### src/rtl/ysyx_25020037_rd_arb_if.sv
// ---------------------------------------------------------------------------
// ysyx_25020037_rd_arb_if
// AXI4-Lite-style read channel bundle (AR + R) used on both sides of the
// read arbiter.
//   master modport : drives araddr/arvalid/rready, receives arready/rdata/rresp/rvalid
//   slave  modport : the mirror image
// Parameters: ADDR_W address width, DATA_W data width.
// ---------------------------------------------------------------------------
interface ysyx_25020037_rd_arb_if #(
    parameter int unsigned ADDR_W = 32,
    parameter int unsigned DATA_W = 32
);
    logic [ADDR_W-1:0] araddr;
    logic              arvalid;
    logic              arready;
    logic [DATA_W-1:0] rdata;
    logic [1:0]        rresp;
    logic              rvalid;
    logic              rready;

    modport master (
        output araddr, arvalid, rready,
        input  arready, rdata, rresp, rvalid
    );

    modport slave (
        input  araddr, arvalid, rready,
        output arready, rdata, rresp, rvalid
    );
endinterface

### src/rtl/ysyx_25020037_rd_arb.sv
// ---------------------------------------------------------------------------
// ysyx_25020037_rd_arb
// Two-master read arbiter: shares one AR/R read port between the IFU (m0)
// and the LSU (m1). One transaction at a time; the grant is held until the
// R beat completes. A watchdog aborts with a synthetic DECERR (2'b11) if the
// slave does not finish within TIMEOUT cycles of the grant.
//
// Ports:
//   clk, rst     clock, synchronous active-high reset
//   m0, m1       read masters (IFU, LSU), slave modport of the bundle
//   s            shared downstream read port, master modport of the bundle
//   grant        one-hot owner, bit0 = m0, bit1 = m1, 0 when idle
//   timeout_err  one-cycle pulse when the watchdog fires
//
// Optional feature: define YSYX_25020037_RD_ARB_RR_EN for round-robin
// arbitration; otherwise m1 always beats m0.
// ---------------------------------------------------------------------------
module ysyx_25020037_rd_arb #(
    parameter int unsigned ADDR_W  = 32,
    parameter int unsigned DATA_W  = 32,
    parameter int unsigned TIMEOUT = 256
) (
    input  logic                          clk,
    input  logic                          rst,
    ysyx_25020037_rd_arb_if.slave         m0,
    ysyx_25020037_rd_arb_if.slave         m1,
    ysyx_25020037_rd_arb_if.master        s,
    output logic [1:0]                    grant,
    output logic                          timeout_err
);

    localparam int unsigned CNT_W = (TIMEOUT > 1) ? $clog2(TIMEOUT) : 1;
    localparam logic [CNT_W-1:0] CntMax = CNT_W'((TIMEOUT > 0) ? TIMEOUT - 1 : 0);

    typedef enum logic [1:0] {StIdle, StAr, StR, StErr} state_e;

    state_e            r_state, w_state_nxt;
    logic [1:0]        r_grant, w_grant_nxt;
    logic [ADDR_W-1:0] r_araddr, w_araddr_nxt;
    logic              r_arvalid, w_arvalid_nxt;
    logic              r_timeout_err, w_timeout_err_nxt;
    logic [CNT_W-1:0]  r_cnt, w_cnt_nxt;

    logic w_req;
    logic w_pick_m1;
    logic w_gnt_rready;
    logic w_fire;

    assign w_req = m0.arvalid | m1.arvalid;

`ifdef YSYX_25020037_RD_ARB_RR_EN
    // r_ptr = 1 means m1 is preferred when both request.
    logic r_ptr;

    assign w_pick_m1 = m1.arvalid & (~m0.arvalid | r_ptr);

    always_ff @(posedge clk) begin
        if (rst) begin
            r_ptr <= 1'b1;
        end else if (r_state == StIdle && w_req) begin
            r_ptr <= ~w_pick_m1;
        end
    end
`else
    assign w_pick_m1 = m1.arvalid;
`endif

    assign w_gnt_rready = r_grant[1] ? m1.rready : m0.rready;
    assign w_fire       = (TIMEOUT != 0) && (r_cnt == CntMax);

    always_comb begin
        w_state_nxt       = r_state;
        w_grant_nxt       = r_grant;
        w_araddr_nxt      = r_araddr;
        w_arvalid_nxt     = r_arvalid;
        w_cnt_nxt         = r_cnt;
        w_timeout_err_nxt = 1'b0;
        m0.arready        = 1'b0;
        m1.arready        = 1'b0;
        m0.rvalid         = 1'b0;
        m1.rvalid         = 1'b0;
        m0.rdata          = {DATA_W{1'b0}};
        m1.rdata          = {DATA_W{1'b0}};
        m0.rresp          = 2'b00;
        m1.rresp          = 2'b00;
        s.rready          = 1'b0;

        unique case (r_state)
            StIdle: begin
                // Drain any late beat the slave may still emit after a timeout.
                s.rready = 1'b1;
                if (w_req) begin
                    m1.arready    = w_pick_m1;
                    m0.arready    = ~w_pick_m1;
                    w_grant_nxt   = {w_pick_m1, ~w_pick_m1};
                    w_araddr_nxt  = w_pick_m1 ? m1.araddr : m0.araddr;
                    w_arvalid_nxt = 1'b1;
                    w_cnt_nxt     = '0;
                    w_state_nxt   = StAr;
                end
            end
            StAr: begin
                if (w_fire) begin
                    w_arvalid_nxt     = 1'b0;
                    w_timeout_err_nxt = 1'b1;
                    w_state_nxt       = StErr;
                end else begin
                    w_cnt_nxt = r_cnt + CNT_W'(1);
                    if (s.arready) begin
                        w_arvalid_nxt = 1'b0;
                        w_state_nxt   = StR;
                    end
                end
            end
            StR: begin
                s.rready = w_gnt_rready;
                if (r_grant[1]) begin
                    m1.rdata  = s.rdata;
                    m1.rresp  = s.rresp;
                    m1.rvalid = s.rvalid;
                end else begin
                    m0.rdata  = s.rdata;
                    m0.rresp  = s.rresp;
                    m0.rvalid = s.rvalid;
                end
                // A completing beat wins over a watchdog expiring in the same cycle.
                if (s.rvalid && w_gnt_rready) begin
                    w_grant_nxt = 2'b00;
                    w_state_nxt = StIdle;
                end else if (w_fire) begin
                    w_timeout_err_nxt = 1'b1;
                    w_state_nxt       = StErr;
                end else begin
                    w_cnt_nxt = r_cnt + CNT_W'(1);
                end
            end
            StErr: begin
                s.rready = 1'b1;
                if (r_grant[1]) begin
                    m1.rvalid = 1'b1;
                    m1.rresp  = 2'b11;
                end else begin
                    m0.rvalid = 1'b1;
                    m0.rresp  = 2'b11;
                end
                if (w_gnt_rready) begin
                    w_grant_nxt = 2'b00;
                    w_state_nxt = StIdle;
                end
            end
            default: begin
                w_state_nxt = StIdle;
            end
        endcase

        if (rst) begin
            m0.arready = 1'b0;
            m1.arready = 1'b0;
            m0.rvalid  = 1'b0;
            m1.rvalid  = 1'b0;
            s.rready   = 1'b0;
        end
    end

    always_ff @(posedge clk) begin
        if (rst) begin
            r_state       <= StIdle;
            r_grant       <= 2'b00;
            r_araddr      <= '0;
            r_arvalid     <= 1'b0;
            r_cnt         <= '0;
            r_timeout_err <= 1'b0;
        end else begin
            r_state       <= w_state_nxt;
            r_grant       <= w_grant_nxt;
            r_araddr      <= w_araddr_nxt;
            r_arvalid     <= w_arvalid_nxt;
            r_cnt         <= w_cnt_nxt;
            r_timeout_err <= w_timeout_err_nxt;
        end
    end

    assign s.araddr    = r_araddr;
    assign s.arvalid   = r_arvalid;
    assign grant       = r_grant;
    assign timeout_err = r_timeout_err;

endmodule

### src/flat_wrapper.sv
// flat-port wrapper written by rule: the top's interface ports become plain ports
module ysyx_25020037_rd_arb_flat 
#(
    parameter int unsigned ADDR_W  = 32,
    parameter int unsigned DATA_W  = 32,
    parameter int unsigned TIMEOUT = 256
)
  (clk, rst, grant, timeout_err, m0_araddr, m0_arvalid, m0_rready, m0_arready, m0_rdata, m0_rresp, m0_rvalid, m1_araddr, m1_arvalid, m1_rready, m1_arready, m1_rdata, m1_rresp, m1_rvalid, s_araddr, s_arvalid, s_rready, s_arready, s_rdata, s_rresp, s_rvalid);
  ysyx_25020037_rd_arb_if #(.ADDR_W(ADDR_W), .DATA_W(DATA_W)) m0_i ();
  ysyx_25020037_rd_arb_if #(.ADDR_W(ADDR_W), .DATA_W(DATA_W)) m1_i ();
  ysyx_25020037_rd_arb_if #(.ADDR_W(ADDR_W), .DATA_W(DATA_W)) s_i ();
  input  logic clk;
  input  logic rst;
  output logic [1:0] grant;
  output logic timeout_err;
  input wire logic [$bits(m0_i.araddr)-1:0] m0_araddr;
  input wire logic [$bits(m0_i.arvalid)-1:0] m0_arvalid;
  input wire logic [$bits(m0_i.rready)-1:0] m0_rready;
  output wire logic [$bits(m0_i.arready)-1:0] m0_arready;
  output wire logic [$bits(m0_i.rdata)-1:0] m0_rdata;
  output wire logic [$bits(m0_i.rresp)-1:0] m0_rresp;
  output wire logic [$bits(m0_i.rvalid)-1:0] m0_rvalid;
  input wire logic [$bits(m1_i.araddr)-1:0] m1_araddr;
  input wire logic [$bits(m1_i.arvalid)-1:0] m1_arvalid;
  input wire logic [$bits(m1_i.rready)-1:0] m1_rready;
  output wire logic [$bits(m1_i.arready)-1:0] m1_arready;
  output wire logic [$bits(m1_i.rdata)-1:0] m1_rdata;
  output wire logic [$bits(m1_i.rresp)-1:0] m1_rresp;
  output wire logic [$bits(m1_i.rvalid)-1:0] m1_rvalid;
  output wire logic [$bits(s_i.araddr)-1:0] s_araddr;
  output wire logic [$bits(s_i.arvalid)-1:0] s_arvalid;
  output wire logic [$bits(s_i.rready)-1:0] s_rready;
  input wire logic [$bits(s_i.arready)-1:0] s_arready;
  input wire logic [$bits(s_i.rdata)-1:0] s_rdata;
  input wire logic [$bits(s_i.rresp)-1:0] s_rresp;
  input wire logic [$bits(s_i.rvalid)-1:0] s_rvalid;
  assign m0_i.araddr = m0_araddr;
  assign m0_i.arvalid = m0_arvalid;
  assign m0_i.rready = m0_rready;
  assign m0_arready = m0_i.arready;
  assign m0_rdata = m0_i.rdata;
  assign m0_rresp = m0_i.rresp;
  assign m0_rvalid = m0_i.rvalid;
  assign m1_i.araddr = m1_araddr;
  assign m1_i.arvalid = m1_arvalid;
  assign m1_i.rready = m1_rready;
  assign m1_arready = m1_i.arready;
  assign m1_rdata = m1_i.rdata;
  assign m1_rresp = m1_i.rresp;
  assign m1_rvalid = m1_i.rvalid;
  assign s_araddr = s_i.araddr;
  assign s_arvalid = s_i.arvalid;
  assign s_rready = s_i.rready;
  assign s_i.arready = s_arready;
  assign s_i.rdata = s_rdata;
  assign s_i.rresp = s_rresp;
  assign s_i.rvalid = s_rvalid;
  ysyx_25020037_rd_arb #(.ADDR_W(ADDR_W), .DATA_W(DATA_W), .TIMEOUT(TIMEOUT)) u_core (.clk(clk), .rst(rst), .m0(m0_i), .m1(m1_i), .s(s_i), .grant(grant), .timeout_err(timeout_err));
endmodule
### config.mk
export PLATFORM = sky130hd
export DESIGN_NAME = ysyx_25020037_rd_arb_flat
export DESIGN_NICKNAME = d
export VERILOG_FILES = /design/src/rtl/ysyx_25020037_rd_arb_if.sv /design/src/rtl/ysyx_25020037_rd_arb.sv /design/src/flat_wrapper.sv
export SDC_FILE = /design/constraint.sdc
export NUM_CORES = 1
export LEC_CHECK = 0
export CORE_MARGIN = 10
export CORE_UTILIZATION = 34
export DETAILED_ROUTE_END_ITERATION = 12
export GPL_ROUTABILITY_DRIVEN = 0
export PLACE_DENSITY = 0.81
export SYNTH_ARGS = -nofsm -noshare
export SYNTH_HDL_FRONTEND = slang
export SYNTH_SLANG_ARGS = --single-unit
### constraint.sdc
create_clock -name clk -period 2.9 [get_ports clk]
set_clock_uncertainty 0.15 [all_clocks]
set_input_delay 0.58 -clock clk [delete_from_list [all_inputs] [get_ports clk]]
set_output_delay 0.58 -clock clk [all_outputs]
set_load 0.1 [all_outputs]
=== After elaboration in Yosys (flattened, before gate mapping) ===
Index checks and enable logic that the tools add are counted.

* $add $sub $neg: 1
* Multiply operators: 0
* Divide/modulo/power cells: 0
* Order comparisons: 0
* Equal/unequal tests: 10
* Shift-type cells: 0
* Muxes and demuxes: 49
* Bitwise gates (word level): 2
* Reduce and logical (&&, ||, !) cells: 11

{| class="wikitable"
|+ Operators by type and width
! cell !! number
|-
| $mux W32 || 5
|-
| $mux W2 || 12
|-
| $mux W8 || 3
|-
| $pmux W8 S3 || 1
|-
| $mux W1 || 19
|-
| $pmux W1 S2 || 5
|-
| $add A8 B1 Y8 const B || 1
|-
| $eq A8 B8 Y1 const B || 1
|-
| $pmux W2 S2 || 2
|-
| $pmux W2 S4 || 1
|-
| $reduce_and A4 Y1 || 2
|-
| $ne A2 B1 Y1 const B || 3
|-
| $pmux W2 S3 || 1
|-
| $reduce_and A3 Y1 || 2
|-
| $reduce_bool A3 Y1 || 2
|-
| $eq A2 B2 Y1 const B || 2
|-
| $ne A3 B1 Y1 const B || 1
|-
| $ne A3 B2 Y1 const B || 1
|-
| $eq A2 B1 Y1 const B || 1
|-
| $logic_not A2 Y1 || 1
|-
| $ne A2 B2 Y1 const B || 1
|-
| $reduce_and A2 Y1 || 1
|-
| $reduce_bool A2 Y1 || 1
|-
| $reduce_or A2 Y1 || 1
|-
| 3 further kinds || 3
|}

* Flip-flop bits (word level): 46
* Bits in latches: 0
* RAM bits: 0
* ROM bits: 0
* Input bits: 106
* Output and inout bits: 109
* Word-level logic and storage cells: 79
* Memories kept: 0

=== Longest topological paths before layout ===
Gate-level depths: netlist of the first run.

* Word-level depth: 4
* Gate-level depth with buffers: 7
* Depth with buffers taken out: 6

=== Least setup slack after synthesis of the first run ===
OpenSTA, ideal clock, no wires.

* Path type: input -> output
* Start: input m1_arvalid
* End: output m0_arready
* Data arrival time: 3.973 ns
* Data required time: 2.170 ns
* Setup slack: -1.803 ns
* Cell stages on the path: 3
* Path buffers: 2
* Cells stage by stage: buf_2 -> buf_1 -> nor4bb_1

* Word-level cells in the longest chain between the ends: 4
* Elaborated cells on any way between the ends: 5
* Those cells by class: 3 x mux; 2 x bitwise

{| class="wikitable"
|+ RTL lines
! what !! line !! RTL
|-
| start, declared || flat_wrapper.sv:24 || <nowiki>input wire logic [$bits(m1_i.arvalid)-1:0] m1_arvalid;</nowiki>
|-
| $or A1 B1 Y1 or $not A1 Y1 (tied branches) || ysyx_25020037_rd_arb.sv:49, ysyx_25020037_rd_arb.sv:94 ||
|-
| $mux W1 * || ysyx_25020037_rd_arb.sv:92 || <nowiki>if (w_req) begin</nowiki>
|-
| $mux W1 * || ysyx_25020037_rd_arb.sv:88 || <nowiki>unique case (r_state)</nowiki>
|-
| $mux W1 * || ysyx_25020037_rd_arb.sv:156 || <nowiki>if (rst) begin</nowiki>
|-
| end, declared || flat_wrapper.sv:19 || <nowiki>output wire logic [$bits(m0_i.arready)-1:0] m0_arready;</nowiki>
|}

Mark *: on every way between the ends. The rest lies on a longest branch, timed or not.

=== Worst setup path after layout of the first run ===
* Start: register u_core.r_state[0]
* End: output m1_rvalid

* Word-level cells in the longest chain between the ends: 3
* Elaborated cells on any way between the ends: 4
* Those cells by class: 2 x eq/ne; 2 x mux

{| class="wikitable"
|+ RTL lines
! what !! line !! RTL
|-
| start, declared || ysyx_25020037_rd_arb.sv:37 || <nowiki>state_e r_state, w_state_nxt;</nowiki>
|-
| start signal, assigned || ysyx_25020037_rd_arb.sv:167 || <nowiki>r_state <= StIdle;</nowiki>
|-
| start signal, assigned || ysyx_25020037_rd_arb.sv:174 || <nowiki>r_state <= w_state_nxt;</nowiki>
|-
| $eq A2 B2 Y1 || ysyx_25020037_rd_arb.sv:88 ||
|-
| $pmux W1 S2 * || ysyx_25020037_rd_arb.sv:88 ||
|-
| $mux W1 * || ysyx_25020037_rd_arb.sv:156 ||
|-
| end, declared || flat_wrapper.sv:29 || <nowiki>output wire logic [$bits(m1_i.rvalid)-1:0] m1_rvalid;</nowiki>
|}

Marked as above.

==> out/qor.yml, run 1 <==
outcome: "finished, final reports clean"
dpl.hpwl_mm: 10.2
p_sw_frac: 0.593
yosys-top-cells-count: "46 x dfxtp_1, 40 x nor2_1, 37 x and3_1"
grtUsageTotal: 0.183
synth.ff_latch_count: 46
tightest_slew_ps: 578
switchingPower_mw: 3.05
grt_setup_unrepaired: "false"
leakage_nw: 2.53
drive_gt1_frac: 0.258
fillers: 569
synth.area.top_cells: "dfxtp_1 33%, mux2i_1 13%, a211oi_1 9.1%"
ys_warn_count: 0
cts_root_buf: "clkbuf_8"
ys_types: 39
start_kind: "flip-flop"
post-synth-top-count-cell: "dfxtp_1"
wl_mm: 12.0
synth_compound_area_frac: 0.191
timing.final.crit_share: 0.943
grt_pass1_vias: 3263
yosysTopAreaCell: "dfxtp_1"
pwr-share-clk: 0.081
seq_area_frac_synth: 0.327
die_h_um: 111
async_flop_share: 0
syn_area_per_cell_sq_um: 8.34
antenna_found_initial: 0
synthAdderAreaFrac: 0.0266
nets: 649
synth-xor-area-share: 0
maxCapViolations: 0
grt_max_degree: 45
stdcell_count: 643
crit_fanout: 43
cts_sinks: 46
wl_per_cell_um: 18.7
crit_required_ps: 2170
placed_area_sq_um: 5730
intPower_mw: 2.09
clockBufferDepth: 2
synth_top_family_by_area: "simple AND/OR/NAND/NOR gates"
rows: 33
syn_inst: 338
syn-cell-area_sq_um: 2820
viasPerCell: 5.11
hold_viol: 0
grt_pass1_wl_mm: 19.0
postRouteAntennaNets: 0
synthMuxAreaShare: 0.133
port_buffers: 214
synth_edf_count: 0
globalRoute.totalOverflow: 0
setup_viol: 0
fmax_mhz: 366
synthSimpleGateAreaFrac: 0.276
die-area_sq_um: 12300
dpl.cell_count: 635
clkTransAtPathRegs_ps: 90
cts_tree: "done"
via_count: 3284
cts_made_buffers: 5
sequentialPowerShare: 0.184
initialDrtViolationCount: 150
drtPass1Iterations: 4
core-area_sq_um: 8130
drc: 0
finalInstanceArea_sq_um: 5830
initial_core_util: 0.346
power_density_nw_per_um2: 882
period_needed_ps: 2730
vdd_ir_drop_max_mv: 0.666
fp.dieW_um: 111
area_delta_synth_final_pct: 107
crit_path_end_kind: "primary output"
antenna_cells: 0
insertion_delay_ps: 290
p_comb_frac: 0.735
crit_type: "flip-flop to primary output"
ios: 215
hp-class: "flip-flop to flip-flop"
slew_headroom: 0.612
synth_fp_nets: 450
yosysTopAreaCellShare: 0.327
ys.flop_type: "dfxtp_1"
htree_levels: 2
slew_violations: 0
arrival_ps: 2000
==> per-layer routing <==
| layer | GRT usage | share of wire | up-vias |
|---|---|---|---|
| met5 | 0 | 0 | - |
| met4 | 0.0300 | 0.0098 | 0 |
| met3 | 0.0444 | 0.072 | 6 |
| met2 | 0.344 | 0.54 | 137 |
| met1 | 0.205 | 0.38 | 1510 |
| li1 | - | - | 1631 |
==> area by class of cell <==
cell class	count	area, sq um	area share
tap	105	131	0.0225
clock inverter	1	8.76	0.00150
clock buffer	7	86.3	0.0148
sequential	46	922	0.158
multi-input combinational	258	1830	0.313
inverter	6	22.5	0.00386
timing repair buffer	220	2830	0.486
==> power groups by stage <==
stage | registers (mW) | clock network [mW] | logic [mW]
after floorplan | 2.07 | 0 | 1.57
after global placement | 0.945 | 0 | 3.75
after detailed placement | 0.959 | 0 | 3.79
after CTS | 0.945 | 0.428 | 3.80
after global routing | 0.972 | 0.448 | 3.94
final | 0.944 | 0.415 | 3.78
==> flip-flops by register name (all words and copies together), names as in the netlist <==
register / count
u_core.s.arvalid: 1
u_core.r_state: 2
u_core.s.araddr: 32
u_core.timeout_err: 1
u_core.grant: 2
u_core.r_cnt: 8
==> path summary, 6_finish.rpt <==
check / start / to / slack [ps] / cells past startpoint
worst max-delay path: u_core.r_state[0]$_SDFFE_PP0P_ / m1_rvalid / 170 / 6
worst min register to register: u_core.grant[0]$_SDFFE_PP0P_ / u_core.grant[0]$_SDFFE_PP0P_ / 330 / 2
worst max register to register: u_core.r_state[0]$_SDFFE_PP0P_ / u_core.r_cnt[3]$_SDFFE_PP0P_ / 570 / 6
worst min-delay path: u_core.grant[0]$_SDFFE_PP0P_ / u_core.grant[0]$_SDFFE_PP0P_ / 330 / 2
==> cell families after synthesis <==
logic type,count (synthesis)
flops,46
compound gates,72
simple gates,143
fa+ha+maj,6
mux,37
buf+inv,34
==> metrics by stage <==
stage | setup TNS [ps] | hold WS (ps) | setup slack (ps) | power, mW | utilization
final | 0 | 325 | 166 | 5.14 | 0.717
after global routing | 0 | 353 | 38.6 | 5.36 | 0.717
after detailed placement | 0 | 316 | 315 | 4.75 | 0.705
after CTS | 0 | 332 | 52.0 | 5.17 | 0.716
after global placement | 0 | 301 | 353 | 4.69 | 0.705
after floorplan | -34.6 | 325 | -34.6 | 3.64 | -
==> critical path, stage by stage, from the launching register on <==
cell     delay [ps]
dfxtp_1         440
inv_1           110
ha_1            220
buf_4           250
a21oi_1         410
nor3b_4          90
buf_12          180
==> placed cells by master, fill, tap and decap left out, types with 9 or more instances in the layout <==
| cell type | instances |
|---|---|
| nand2_1 | 9 |
| dfxtp_1 | 45 |
| a21oi_1 | 11 |
| buf_12 | 74 |
| buf_4 | 41 |
| nor2_1 | 38 |
| mux2i_1 | 36 |
| clkdlybuf4s50_1 | 103 |
| and2_1 | 32 |
| and3_1 | 37 |
| a211oi_1 | 34 |
==> timing repair <==
item                       4_1_cts  5_1_grt
setup endpoints to repair        0       32
buffers inserted                 0        0
hold buffers                     0        0
gates resized for setup          0        1
hold endpoints to repair         0        0
Power figures use the tool's default switching activity.
==> inputs of run 2 (changes only) <==
--- a/config.mk
+++ b/config.mk
@@ -10,6 +10,8 @@
 export DETAILED_ROUTE_END_ITERATION = 12
 export GPL_ROUTABILITY_DRIVEN = 0
 export PLACE_DENSITY = 0.81
+export SETUP_SLACK_MARGIN = 0.3
 export SYNTH_ARGS = -nofsm -noshare
 export SYNTH_HDL_FRONTEND = slang
 export SYNTH_SLANG_ARGS = --single-unit
+export TNS_END_PERCENT = 5
==> run 2 against run 1 <==
Compared with the run above: critical path depth decreased by 2; wire length increased by 6.0%; critical path type is now primary input to primary output; final area increased by 1.4%; flip-flop and latch count unchanged; largest cell class unchanged; sequential power increased by 0.7%; sequential share of layout area decreased by 0.20 points; worst hold slack improved by 0.62 ps; via count increased by 1.6%.
==> out/qor.yml, run 2 (synthesis results as in run 1) <==
drc: 0  # unchanged
dpl.cell_count: 635  # unchanged
die_h_um: 111  # unchanged
crit_type: "primary input to primary output"
core-area_sq_um: 8130  # unchanged
utilization: 0.727  # +0.0102
arrival_ps: 1870  # -130 ps
hp-class: "flip-flop to flip-flop"
hold_end: "u_core.grant[0]$_SDFFE_PP0P_"
initial_core_util: 0.346  # unchanged
r2r_start: "u_core.r_state[0]$_SDFFE_PP0P_"
wl_mm: 12.8  # +6.0%
cp.buffers_inverters: 2  # -1
largest_reg_flops: 32  # unchanged
hold_viol: 0  # unchanged
stdcell_count: 645  # +0.31%
dpl.hpwl_mm: 10.4  # +2.4%
clockBufferDepth: 2  # unchanged
worst_path_largest_cell_delay_ps: 650  # +210 ps
crit_family: "buffers and inverters"
grt_pass1_vias: 3346  # +2.5%
slew_headroom: 0.633  # +0.0209
hold_path_depth: 2  # unchanged
grtUsageTotal: 0.187  # +0.00345
postRouteAntennaNets: 0  # unchanged
finalInstanceArea_sq_um: 5910  # +1.4%
port_buffers: 214  # unchanged
hold_ws_ps: 326  # +0.625 ps
reg2regPathDepth: 6  # unchanged
nets: 651  # +0.31%
crit_fanout: 7  # -84%
vdd_ir_drop_max_mv: 0.623  # -6.5%
area_delta_synth_final_pct: 110
r2r_slack_ps: 610  # +40 ps
cts_root_buf: "clkbuf_8"
maxCapViolations: 0  # unchanged
finalSetupTns_ps: 0  # unchanged
leakage_nw: 2.55  # +0.89%
crit_required_ps: 2170  # about the same
crit_path_end_kind: "primary output"
via_count: 3335  # +1.6%
htree_levels: 2  # unchanged
layout_common_cells: "103 x clkdlybuf4s50_1, 75 x buf_12, 44 x dfxtp_1"
setup_viol: 0  # unchanged
outcome: "finished, final reports clean"
hp-start: "u_core.grant[0]$_SDFFE_PP0P_"
drive_gt1_frac: 0.276  # +0.0176
antenna_cells: 0  # unchanged
die-area_sq_um: 12300  # unchanged
crit_chain: "clkdlybuf4s50_1 > a21oi_2 > nor3b_4 > buf_12"
antenna_found_initial: 0  # unchanged
globalRoute.totalOverflow: 0  # unchanged
cts_sinks: 46  # unchanged
final_common_cell: "clkdlybuf4s50_1"
crit_path_top_delay_cell: "clkdlybuf4s50_1"
r2r_end: "u_core.r_cnt[6]$_SDFFE_PP0P_"
fmax_mhz: 385  # +5.3%
wl_per_cell_um: 19.8  # +5.7%
timing.final.crit_share: 0.895  # -0.0478
tightest_slew_ps: 548  # -29.9 ps
insertion_delay_ps: 300  # about the same
clkTransAtPathRegs_ps: 90  # about the same
grt_setup_unrepaired: "true"
ios: 215  # unchanged
rows: 33  # unchanged
power_density_nw_per_um2: 890  # +0.92%
cts_tree: "done"
fp.dieW_um: 111  # unchanged
cts_made_buffers: 5  # unchanged
period_needed_ps: 2600  # -139 ps
initialDrtViolationCount: 154  # +2.7%
drtPass1Iterations: 5  # +1
placed_area_sq_um: 5740  # about the same
start_kind: "primary input"
grt_max_degree: 65  # +44%
grt_pass1_wl_mm: 19.1  # +0.73%
viasPerCell: 5.17  # +1.2%
slew_violations: 0  # unchanged
-- run 2: worst max path at each step --
stage,startpoint,end,slack (ps),depth (start not counted)
2_1_floorplan,u_core.grant[1]$_SDFFE_PP0P_,m1_rdata[18],190,3
3_3_place_gp,m0_rready,s_rready,340,5
3_5_place_dp,s_rvalid,m1_rvalid,300,4
4_1_cts,u_core.r_state[0]$_SDFFE_PP0P_,m0_rdata[23],270,5
5_1_grt,s_rvalid,m1_rvalid,260,4
6_report,s_rvalid,m1_rvalid,300,4
-- run 2: where the power goes --
group	leakage [nW]	internal, mW	switching, mW
sequential	0.381	0.814	0.137
clock	0.0544	0.219	0.226
combinational	2.12	1.13	2.73
total	2.55	2.16	3.10
-- run 2: worst min-delay path: stages (launching register included) --
cell and delay (ps):
dfxtp_1 320, nand2_1 60, mux2i_1 50
-- run 2: final cells by class --
| type | instances | area (sq um) |
|---|---|---|
| repair buffers | 221 | 2870 |
| multi-input cells | 259 | 1860 |
| clock buffers | 7 | 96.3 |
| inverters | 6 | 22.5 |
| flip-flops and latches | 46 | 923 |
| clock inverters | 1 | 8.76 |
| well taps | 105 | 131 |
| fillers | 571 | 2220 |
-- run 2: routing by layer --
metal  vias up  track usage  share of wire
met5         -            0              0
met4         0       0.0308          0.014
met3        13       0.0536          0.080
met2       170        0.359           0.54
met1      1521        0.197           0.37
li1       1631            -              -
-- run 2: what timing repair did --
action	in CTS	in global routing
resized for setup	3	9
cloned	0	2
hold buffers	0	0
buffers inserted	0	0
setup endpoints to repair	39	39
endpoints found under the hold margin	0	0
-- run 2: stage by stage --
step                      power, mW  setup WS [ps]
after detailed placement       4.75            304
after global routing           5.46            263
final                          5.26            304
after floorplan                3.65            189
after global placement         4.70            344
after CTS                      5.21            268
==> inputs of run 3 (changes only) <==
--- a/config.mk
+++ b/config.mk
@@ -10,7 +10,6 @@
 export DETAILED_ROUTE_END_ITERATION = 12
 export GPL_ROUTABILITY_DRIVEN = 0
 export PLACE_DENSITY = 0.81
-export SETUP_SLACK_MARGIN = 0.3
 export SYNTH_ARGS = -nofsm -noshare
 export SYNTH_HDL_FRONTEND = slang
 export SYNTH_SLANG_ARGS = --single-unit
==> constraint.sdc (replaced) <==
create_clock -name clk -period 2.9 [get_ports clk]
set_clock_uncertainty 0.15 [all_clocks]
set_input_delay 0.58 -clock clk [delete_from_list [all_inputs] [get_ports clk]]
set_output_delay 0.58 -clock clk [all_outputs]
set_load 0.01 [all_outputs]
==> run 3 against run 2 <==
Compared with the run above: sequential power down 4.1%; fmax down 7.0%; via count down 0.15%; final cell count up 0.62%; total power down 40%; final area down 12%; register-to-register slack worse by 40 ps; highest routed layer unchanged; clock power down 12%; utilization down 9.1 points; combinational power down 52%; critical endpoint is now m1_rdata[9]; largest cell class unchanged.
==> out/qor.yml, run 3 (synthesis results as in run 1) <==
outcome: "finished, final reports clean"
fmax_mhz: 358  # -7.0%
cts_tree: "done"
fp.dieW_um: 111  # unchanged
crit_family: "buffers and inverters"
hp-class: "flip-flop to flip-flop"
hp-start: "u_core.grant[0]$_SDFFE_PP0P_"
antenna_found_initial: 1  # +1
rows: 33  # unchanged
clockBufferDepth: 2  # unchanged
vdd_ir_drop_max_mv: 0.347  # -44%
crit_chain: "inv_1 > ha_2 > buf_12 > buf_4 > and3_1 > clkdlybuf4s50_1"
port_buffers: 214  # unchanged
globalRoute.totalOverflow: 0  # unchanged
largest_reg_flops: 32  # unchanged
critical_path_depth: 6  # +2
wl_per_cell_um: 18.1  # -8.4%
hold_viol: 0  # unchanged
via_count: 3330  # -0.15%
reg2regPathDepth: 6  # unchanged
grt_max_degree: 37  # -43%
tightest_slew_ps: 529  # -18.5 ps
clkTransAtPathRegs_ps: 80  # about the same
crit_fanout: 30  # +23
leakage_nw: 2.20  # -14%
area_delta_synth_final_pct: 83.6
slew_violations: 0  # unchanged
dpl.cell_count: 640  # +0.79%
drc: 0  # unchanged
nets: 654  # +0.46%
hold_end: "u_core.grant[0]$_SDFFE_PP0P_"
finalSetupTns_ps: 0  # unchanged
htree_levels: 2  # unchanged
final_common_cell: "clkdlybuf4s50_1"
r2r_start: "u_core.grant[1]$_SDFFE_PP0P_"
start_kind: "flip-flop"
grt_setup_unrepaired: "false"
layout_common_cells: "207 x clkdlybuf4s50_1, 46 x dfxtp_1, 40 x nor2_1"
viasPerCell: 5.13  # -0.77%
power_density_nw_per_um2: 609  # -32%
cts_made_buffers: 5  # unchanged
utilization: 0.636  # -0.0908
crit_path_top_delay_cell: "clkdlybuf4s50_1"
postRouteAntennaNets: 0  # unchanged
grt_pass1_wl_mm: 18.7  # -2.4%
setup_viol: 0  # unchanged
cts_sinks: 46  # unchanged
initial_core_util: 0.346  # unchanged
initialDrtViolationCount: 106  # -31%
stdcell_count: 649  # +0.62%
hold_path_depth: 2  # unchanged
dpl.hpwl_mm: 9.83  # -5.5%
setup_ws_ps: 110  # -194 ps
ios: 215  # unchanged
dp_slack_ps: 67.4  # -236 ps
crit_type: "flip-flop to primary output"
worst_path_largest_cell_delay_ps: 550  # -100 ps
die-area_sq_um: 12300  # unchanged
r2r_end: "u_core.r_cnt[6]$_SDFFE_PP0P_"
slew_headroom: 0.646  # +0.0124
cts_root_buf: "clkbuf_8"
timing.final.crit_share: 0.962  # +0.0670
r2r_slack_ps: 570  # -40 ps
arrival_ps: 2060  # +190 ps
grtUsageTotal: 0.180  # -0.00661
die_h_um: 111  # unchanged
grt_pass1_vias: 3391  # +1.3%
period_needed_ps: 2790  # +194 ps
core-area_sq_um: 8130  # unchanged
insertion_delay_ps: 290  # about the same
maxCapViolations: 0  # unchanged
drtPass1Iterations: 4  # -1
crit_path_end_kind: "primary output"
wl_mm: 11.8  # -7.8%
cp.buffers_inverters: 4  # +2
crit_required_ps: 2170  # about the same
drive_gt1_frac: 0.0534  # -0.223
[run 3: metrics by stage]
stage	hold WS, ps	total power [mW]	instance area (sq um)
final	321	3.15	5170
after global routing	341	3.39	5170
after CTS	325	3.18	5150
after detailed placement	313	2.77	5060
after global placement	296	2.72	5060
after floorplan	325	1.87	2820
[run 3: how the worst max path moves through the flow]
stage	from	end	slack, ps
floorplan	u_core.r_state[0]$_SDFFE_PP0P_	m1_rvalid	650
global placement	m0_rready	s_rready	70
detailed placement	m1_rready	s_rready	70
CTS	u_core.r_state[0]$_SDFFE_PP0P_	m0_rdata[27]	8
global route	u_core.r_state[0]$_SDFFE_PP0P_	m0_rdata[11]	4
finish	u_core.r_state[0]$_SDFFE_PP0P_	m1_rdata[9]	110
[run 3: worst register-to-register path: stages (launching register included)]
cell	delay (ps)
dfxtp_1	330
buf_4	240
mux2_4	340
buf_4	160
a311o_1	410
or3_1	350
a221oi_2	280
[run 3: report_power, final]
group	switching, mW	internal, mW
combinational	0.913	0.933
clock	0.223	0.170
sequential	0.100	0.812
[run 3: layer usage]
| layer | vias to the layer above | global-route usage | part of all wire |
|---|---|---|---|
| li1 | 1639 | - | - |
| met1 | 1524 | 0.189 | 0.39 |
| met2 | 161 | 0.335 | 0.51 |
| met3 | 6 | 0.0725 | 0.097 |
| met4 | 0 | 0.0231 | 0.0076 |
| met5 | - | 0 | 0 |
[run 3: area by class of cell]
class                   instances  area [sq um]
clock inverters                 3          18.8
fillers                       708          2960
well taps                     105           131
multi-input cells             258          1770
diodes                          1          2.50
flip-flops and latches         46           921
repair buffers                225          2240
inverters                       6          22.5
clock buffers                   5          68.8
[run 3: repair_timing]
| item | in CTS | in global routing |
|---|---|---|
| resized for setup | 5 | 7 |
| setup endpoints to repair | 38 | 48 |
| hold buffers | 0 | 0 |
| pin swaps | 0 | 0 |
| setup buffers | 0 | 0 |
